`config.mk`:
```
export PLATFORM = sky130hd
export DESIGN_NAME = alu_operand_fetch
export DESIGN_NICKNAME = d
export VERILOG_FILES = /design/src/rtl/alu_operand_fetch.sv
export SDC_FILE = /design/constraint.sdc
export NUM_CORES = 1
export LEC_CHECK = 0
export ABC_AREA = 0
export CAP_MARGIN = 20
export CORE_ASPECT_RATIO = 1.75
export CORE_UTILIZATION = 56
export CTS_BUF_LIST = sky130_fd_sc_hd__clkbuf_2
export DETAILED_ROUTE_END_ITERATION = 6
export HOLD_SLACK_MARGIN = 0.1
export PLACE_DENSITY = 0.87
export SYNTH_ARGS = -nofsm -noshare
export SYNTH_HDL_FRONTEND = slang
export SYNTH_SLANG_ARGS = --single-unit
```
`constraint.sdc`:
```
create_clock -name Clock -period 5.7 [get_ports Clock]
set_input_delay 0.855 -clock Clock [delete_from_list [all_inputs] [get_ports Clock]]
set_output_delay 0.855 -clock Clock [all_outputs]
set_load 0.03 [all_outputs]
```
`src/rtl/alu_operand_fetch.sv`:
```
// Operand fetch stage: reads little-endian source/destination words from byte memory and hands them to the ALU.
// Optional build macro ALU_FETCH_SAME_ADDR_EN: skip the destination reads when src and dst addresses match.
module alu_operand_fetch #(
    parameter int AW = 16
) (
    input  logic          Clock,
    input  logic          Reset_n,
    input  logic          start,
    input  logic [AW-1:0] src_addr,
    input  logic [AW-1:0] dst_addr,
    input  logic          byte_mode,
    output logic [AW-1:0] mem_addr,
    output logic          mem_rd,
    input  logic [7:0]    mem_rdata,
    output logic [15:0]   src_op,
    output logic [15:0]   dst_op,
    output logic          op_byte,
    output logic          op_valid,
    input  logic          op_ready,
    output logic          busy,
    output logic [2:0]    state_dbg
);

    // Handshake: operands transfer on a rising edge where op_valid && op_ready are both high;
    // op_valid, src_op, dst_op and op_byte stay stable until that edge.

    typedef enum logic [2:0] {
        IDLE  = 3'd0,
        RD_SL = 3'd1,
        RD_SH = 3'd2,
        RD_DL = 3'd3,
        RD_DH = 3'd4,
        LAST  = 3'd5,
        VALID = 3'd6
    } state_t;

    localparam logic [AW-1:0] ADDR_ONE = {{(AW-1){1'b0}}, 1'b1};

    state_t        state;
    state_t        next_state;
    logic [AW-1:0] src_q;
    logic [AW-1:0] dst_q;
    logic [AW-1:0] next_addr;
    logic          next_rd;
    logic          same_addr;

`ifdef ALU_FETCH_SAME_ADDR_EN
    assign same_addr = (src_q == dst_q);
`else
    assign same_addr = 1'b0;
`endif

    assign state_dbg = state;

    always_ff @(posedge Clock or negedge Reset_n) begin
        if (!Reset_n) begin
            state <= IDLE;
        end else begin
            state <= next_state;
        end
    end

    always_comb begin
        next_state = state;
        next_rd    = 1'b0;
        next_addr  = mem_addr;
        case (state)
            IDLE:    if (start) next_state = RD_SL;
            RD_SL:   next_state = (op_byte && !same_addr) ? RD_DL : RD_SH;
            RD_SH:   next_state = same_addr ? LAST : RD_DL;
            RD_DL:   next_state = RD_DH;
            RD_DH:   next_state = LAST;
            LAST:    next_state = VALID;
            VALID:   if (op_ready) next_state = IDLE;
            default: next_state = IDLE;
        endcase
        // Address/strobe are registered for the state being entered, so they line up with it.
        case (next_state)
            RD_SL: begin
                next_rd   = 1'b1;
                next_addr = src_addr;
            end
            RD_SH: begin
                next_rd   = 1'b1;
                next_addr = src_q + ADDR_ONE;
            end
            RD_DL: begin
                next_rd   = 1'b1;
                next_addr = dst_q;
            end
            RD_DH: begin
                next_rd   = 1'b1;
                next_addr = dst_q + ADDR_ONE;
            end
            default: begin
                next_rd   = 1'b0;
                next_addr = mem_addr;
            end
        endcase
    end

    always_ff @(posedge Clock or negedge Reset_n) begin
        if (!Reset_n) begin
            mem_rd   <= 1'b0;
            mem_addr <= '0;
            op_valid <= 1'b0;
            busy     <= 1'b0;
            src_q    <= '0;
            dst_q    <= '0;
            op_byte  <= 1'b0;
            src_op   <= '0;
            dst_op   <= '0;
        end else begin
            mem_rd   <= next_rd;
            mem_addr <= next_addr;
            op_valid <= (next_state == VALID);
            busy     <= (next_state != IDLE);
            // mem_rdata in each state carries the byte requested in the previous state.
            case (state)
                IDLE: begin
                    if (start) begin
                        src_q   <= src_addr;
                        dst_q   <= dst_addr;
                        op_byte <= byte_mode;
                    end
                end
                RD_SH: begin
                    src_op[7:0] <= mem_rdata;
                    if (same_addr) dst_op[7:0] <= mem_rdata;
                end
                RD_DL: begin
                    if (op_byte) src_op <= {8'h00, mem_rdata};
                    else         src_op[15:8] <= mem_rdata;
                end
                RD_DH: dst_op[7:0] <= mem_rdata;
                LAST: begin
                    dst_op[15:8] <= mem_rdata;
                    if (same_addr) src_op[15:8] <= op_byte ? 8'h00 : mem_rdata;
                end
                default: ;
            endcase
        end
    end

endmodule

```
* Yosys cells after proc, flatten, opt, wreduce, memory -nomap -nowiden
Cells that the tools add are included.
** Storage, ports and cells
- Flip-flop bits (word level) :: 87
- Latch bits :: 0
- Memory bits (writable) :: 0
- ROM bits :: 0
- Input bits :: 45
- Output and inout bits :: 55
- Memories :: 0
** Cells by class
- Add/sub/neg operators :: 2
- Multiply operators :: 0
- Div/mod/pow operators :: 0
- Magnitude comparators :: 0
- Equal/unequal tests :: 12
- Shift-type cells :: 0
- Mux-type cells :: 9
- Bitwise logic cells :: 0
- Reduce and logical (&&, ||, !) cells :: 7
** Operator list (number)
- $pmux W16 S4 :: 1
- $add A16 B1 Y16 const B :: 2
- $pmux W3 S7 :: 1
- $mux W8 :: 2
- $pmux W8 S2 :: 1
- $eq A3 B3 Y1 const B :: 5
- $eq A3 B2 Y1 const B :: 4
- $eq A3 B1 Y1 const B :: 2
- $mux W3 :: 2
- $reduce_and A2 Y1 :: 2
- $reduce_bool A4 Y1 :: 1
- $reduce_or A4 Y1 :: 1
- $logic_not A3 Y1 :: 1
- $reduce_bool A3 Y1 :: 1
- $mux W1 :: 2
- $ne A2 B2 Y1 const B :: 1
- $reduce_bool A2 Y1 :: 1

* Longest topological paths before layout
- Depth after elaboration :: 5
- Mapped depth :: 14
- Mapped depth without buffers :: 9

* Least setup slack after synthesis
No wires, ideal clock.
- Path kind :: register to register
- Start :: register state[1] (netlist: state_dbg[1])
- End :: register mem_addr[12]
- Setup time :: 0.135 ns
- Arrival time :: 2.693 ns
- Setup slack :: 2.872 ns
- Stages on the path, launching flop included :: 15
- Buffers on the path :: 5
- Cells stage by stage :: dfrtp_1 buf_6 nand3b_4 buf_6 buf_6 clkbuf_1 nand2_1 nand2_1 ha_1 clkbuf_1 nand4_1 nor4_2 o21ai_0 xor2_1 o22ai_1
** On the way
- Word-level cells in the longest chain between the ends :: 4
** RTL lines
- start, declared :: RTL line 39 : state_t state;
- start signal, assigned :: RTL line 59 : state <= next_state;
- $eq A3 B3 Y1 (tied with other cells) :: RTL line 67 : case (state)
- $pmux W3 S7 (*) :: RTL line 67
- $eq A3 B3 Y1 (tied with other cells) :: RTL line 78 : case (next_state)
- $pmux W16 S4 / $reduce_bool A4 Y1 (equally long branches)
- end signal, assigned :: RTL line 115 : mem_addr <= next_addr;
- end, declared :: RTL line 12 : output logic [AW-1:0] mem_addr,
Every way passes the cells marked *; elsewhere a longest branch is shown, timed or not.
A chain may end at the register's enable or synchronous reset.

* Worst setup path after layout
Ends and elaborated chain as after synthesis.

==> impl_metrics.json <==
{
  "synth_top_area_share_pct": 50.4,
  "cts_sinks": 87,
  "finalHoldViolCount": 0,
  "die_w_um": 68.4,
  "start_util_pct": 57.4,
  "clk_pin_slew_ps": 240,
  "swShare_pct": 45.6,
  "synth_area_um2": 4320,
  "die-area_um2": 8080,
  "setup_viol": 0,
  "vias": 3484,
  "gp_congestion": 0.948,
  "slew_violations": 0,
  "p_leak_nw": 2.25,
  "nets": 520,
  "arrival_ps": 3580,
  "track_usage_pct": 29.6,
  "grt_pass1_vias": 3631,
  "netlist_instances": 381,
  "max_freq_mhz": 320,
  "firstDrtPassIters": 7,
  "seq_area_um2": 2180,
  "finalSetupTns_ps": 0,
  "outcome": "completed",
  "place_area_um2": 5320,
  "pwr-share-clk_pct": 8.9,
  "rsz0062_at_grt": "false",
  "p_seq_share_pct": 36.1,
  "fin_skew_ps": 25.0,
  "grt_first_pass_wirelength_mm": 17.6,
  "internal_power_mw": 1.90,
  "postCtsResizedCells": 0,
  "wirelength_mm": 10.7,
  "clk_latency_ps": 550,
  "clockBufferDepth": 2,
  "vdd_drop_max_uv": 442,
  "yosys-top-cells-count": "87 x dfrtp_1, 55 x mux2_2, 37 x nand2_1",
  "wl_per_cell_um": 18.8,
  "dr.first_iter.drc_count": 348,
  "antenna_left": 0,
  "postCtsSetupRepairBufs": 0,
  "cts_tree": "built",
  "io_pins": 100,
  "post-route-util_pct": 72.2,
  "worst_pin_slew_ps": 772,
  "final.min_clock_period_ps": 3130,
  "area.growth.synth_to_final_pct": 25.8,
  "synth_top_flop_cell": "dfrtp_1",
  "fin_hold_ws_ps": 156,
  "grt_remaining_overflow": 0,
  "yosys.area.top_type": "dfrtp_1",
  "htreeDepth": 3,
  "p_per_area_nw_per_um2": 643,
  "yosys_register_bits": 87,
  "p_sw_mw": 1.59,
  "yosysWarnings": 0,
  "avgViaCountPerCell": 6.14,
  "grt_max_degree": 64,
  "cts_buffers": 9,
  "layout-drive-gt1-share_pct": 18.4,
  "path_buf_inv": 0,
  "critical_path_class": "reg -> reg",
  "synth.distinct_cells": 54,
  "min_path_type": "in -> async",
  "post-dp-hpwl_mm": 7.68,
  "critPathMaxFanout": 39,
  "core_um2": 7510,
  "synth_edf_count": 0,
  "port_buffers": 99,
  "startpoint_type": "flop",
  "cts_root_buf": "clkbuf_2",
  "multi_input_area_um2": 1980,
  "synthTopCellsByArea": "dfrtp_1 50%, mux2_2 14%, mux2i_1 3.5%",
  "stdcell_area_um2": 5430,
  "max-slew-margin-rel_pct": 48.6,
  "n_fill_cell": 550,
  "drc_errors": 0,
  "postCtsHoldBufs": 0,
  "ys_seq_area_share_pct": 50.4,
  "required_ps": 6150,
  "slowest_delay_ps": 780,
  "pwr-share-comb_pct": 55.0,
  "die_h_um": 118,
  "synth_fp_nets": 427,
  "num_rows": 42,
  "crit_chain": "nand3b_4 -> mux2_2 -> ha_1 -> nand4_1 -> nor4_2 -> o21ai_0 -> xor2_1 -> o22ai_1",
  "cap_violations": 0,
  "finalCritPeriodShare_pct": 54.9,
  "end_kind": "flop",
  "cp_top_family": "simple AND/OR/NAND/NOR gates",
  "yosysMostFrequentCell": "dfrtp_1",
  "n_antenna_cell": 0,
  "synthArstFlopShare_pct": 100,
  "antenna_found_initial": 0,
  "cp_slowest_cell": "dfrtp_1",
  "synth_area_per_cell_um2": 11.3
}
path summary, 6_finish.rpt:
check | slack, ps | start | depth (start not counted) | to
worst max-delay path | 2570 | state_dbg[1]$_DFF_PN0_ | 8 | mem_addr[12]$_DFFE_PN0P_
worst min-delay path | 160 | Reset_n | 1 | src_q[13]$_DFFE_PN0P_
worst max register to register | 2570 | state_dbg[1]$_DFF_PN0_ | 8 | mem_addr[12]$_DFFE_PN0P_
worst min register to register | 520 | src_op[8]$_DFFE_PN0P_ | 2 | src_op[8]$_DFFE_PN0P_
max in group asynchronous | 4460 | Reset_n | 2 | busy$_DFF_PN0_
min in group Clock | 520 | src_op[8]$_DFFE_PN0P_ | 2 | src_op[8]$_DFFE_PN0P_
power groups by stage:
stage | Sequential, mW | Combinational (mW) | Clock [mW]
finish | 1.26 | 1.92 | 0.311
global route | 1.30 | 2.06 | 0.342
CTS | 1.25 | 1.92 | 0.317
detailed placement | 1.26 | 1.91 | 0
global placement | 1.24 | 1.86 | 0
floorplan | 1.53 | 0.967 | 0
worst reg2reg max path, stage by stage (launching register included):
cell and delay, ps:
dfrtp_1 780, nand3b_4 560, mux2_2 410, ha_1 290, nand4_1 180, nor4_2 400
o21ai_0 170, xor2_1 190, o22ai_1 80
metrics by stage:
stage | worst slack, ps | power, mW | std cells
2_1_floorplan | 2870 | 2.49 | 381
3_3_place_gp | 2740 | 3.10 | 551
3_5_place_dp | 2600 | 3.17 | 551
4_1_cts | 2590 | 3.48 | 567
5_1_grt | 2240 | 3.70 | 567
6_report | 2570 | 3.49 | 567
layer usage:
| metal | part of all wire [%] | track usage, % | vias up | routed length, um |
|---|---|---|---|---|
| li1 | - | - | 1577 | - |
| met1 | 36 | 34.8 | 1676 | 3850 |
| met2 | 53 | 47.5 | 190 | 5630 |
| met3 | 7.2 | 8.49 | 41 | 772 |
| met4 | 3.9 | 14.7 | 0 | 417 |
| met5 | 0 | 0 | - | 0 |
layout by cell type, fill, tap and decap left out, drive strengths merged, types with 3 or more instances in the layout:
cell type,Yosys,layout
buf,14,5
nor4b,3,3
nor2,26,26
o21ai,25,25
a21oi,9,9
clkbuf,7,11
mux2,56,56
nand4,6,6
nand3,11,11
a221oi,10,10
o22ai,5,5
inv,8,8
mux2i,15,15
nor4,9,9
clkdlybuf4s50,0,98
a222oi,4,4
xnor2,5,5
nor3,6,6
nand2,37,37
dfrtp,87,87
xor2,9,9
state kept, by name, summed over array words and instances, names as in the netlist, 3 cells and up:
| signal | flops |
|---|---|
| mem_addr | 16 |
| src_op | 16 |
| dst_op | 16 |
| state_dbg | 3 |
| dst_q | 16 |
| src_q | 16 |
kinds of logic (layout without fill, tap and decap cells):
| kind of cell | Yosys count | in the layout | share of synthesized area [%] |
|---|---|---|---|
| xor+xnor | 14 | 14 | 2.84 |
| flops | 87 | 87 | 50.4 |
| compound gates | 69 | 69 | 11.0 |
| mux | 71 | 71 | 18.1 |
| simple gates | 110 | 110 | 13.6 |
| fa+ha+maj | 1 | 1 | 0.290 |
| buf+inv | 29 | 127 | 3.71 |
final cells by class:
class                   count  share of cell area [%]
clock buffers              11                    1.01
clock inverters             5                    1.08
inverters                   8                   0.553
multi-input cells         265                    36.5
flip-flops and latches     87                    40.1
well taps                  88                    2.03
repair buffers            103                    18.8
No activity file was read; power rests on OpenSTA's default activity.
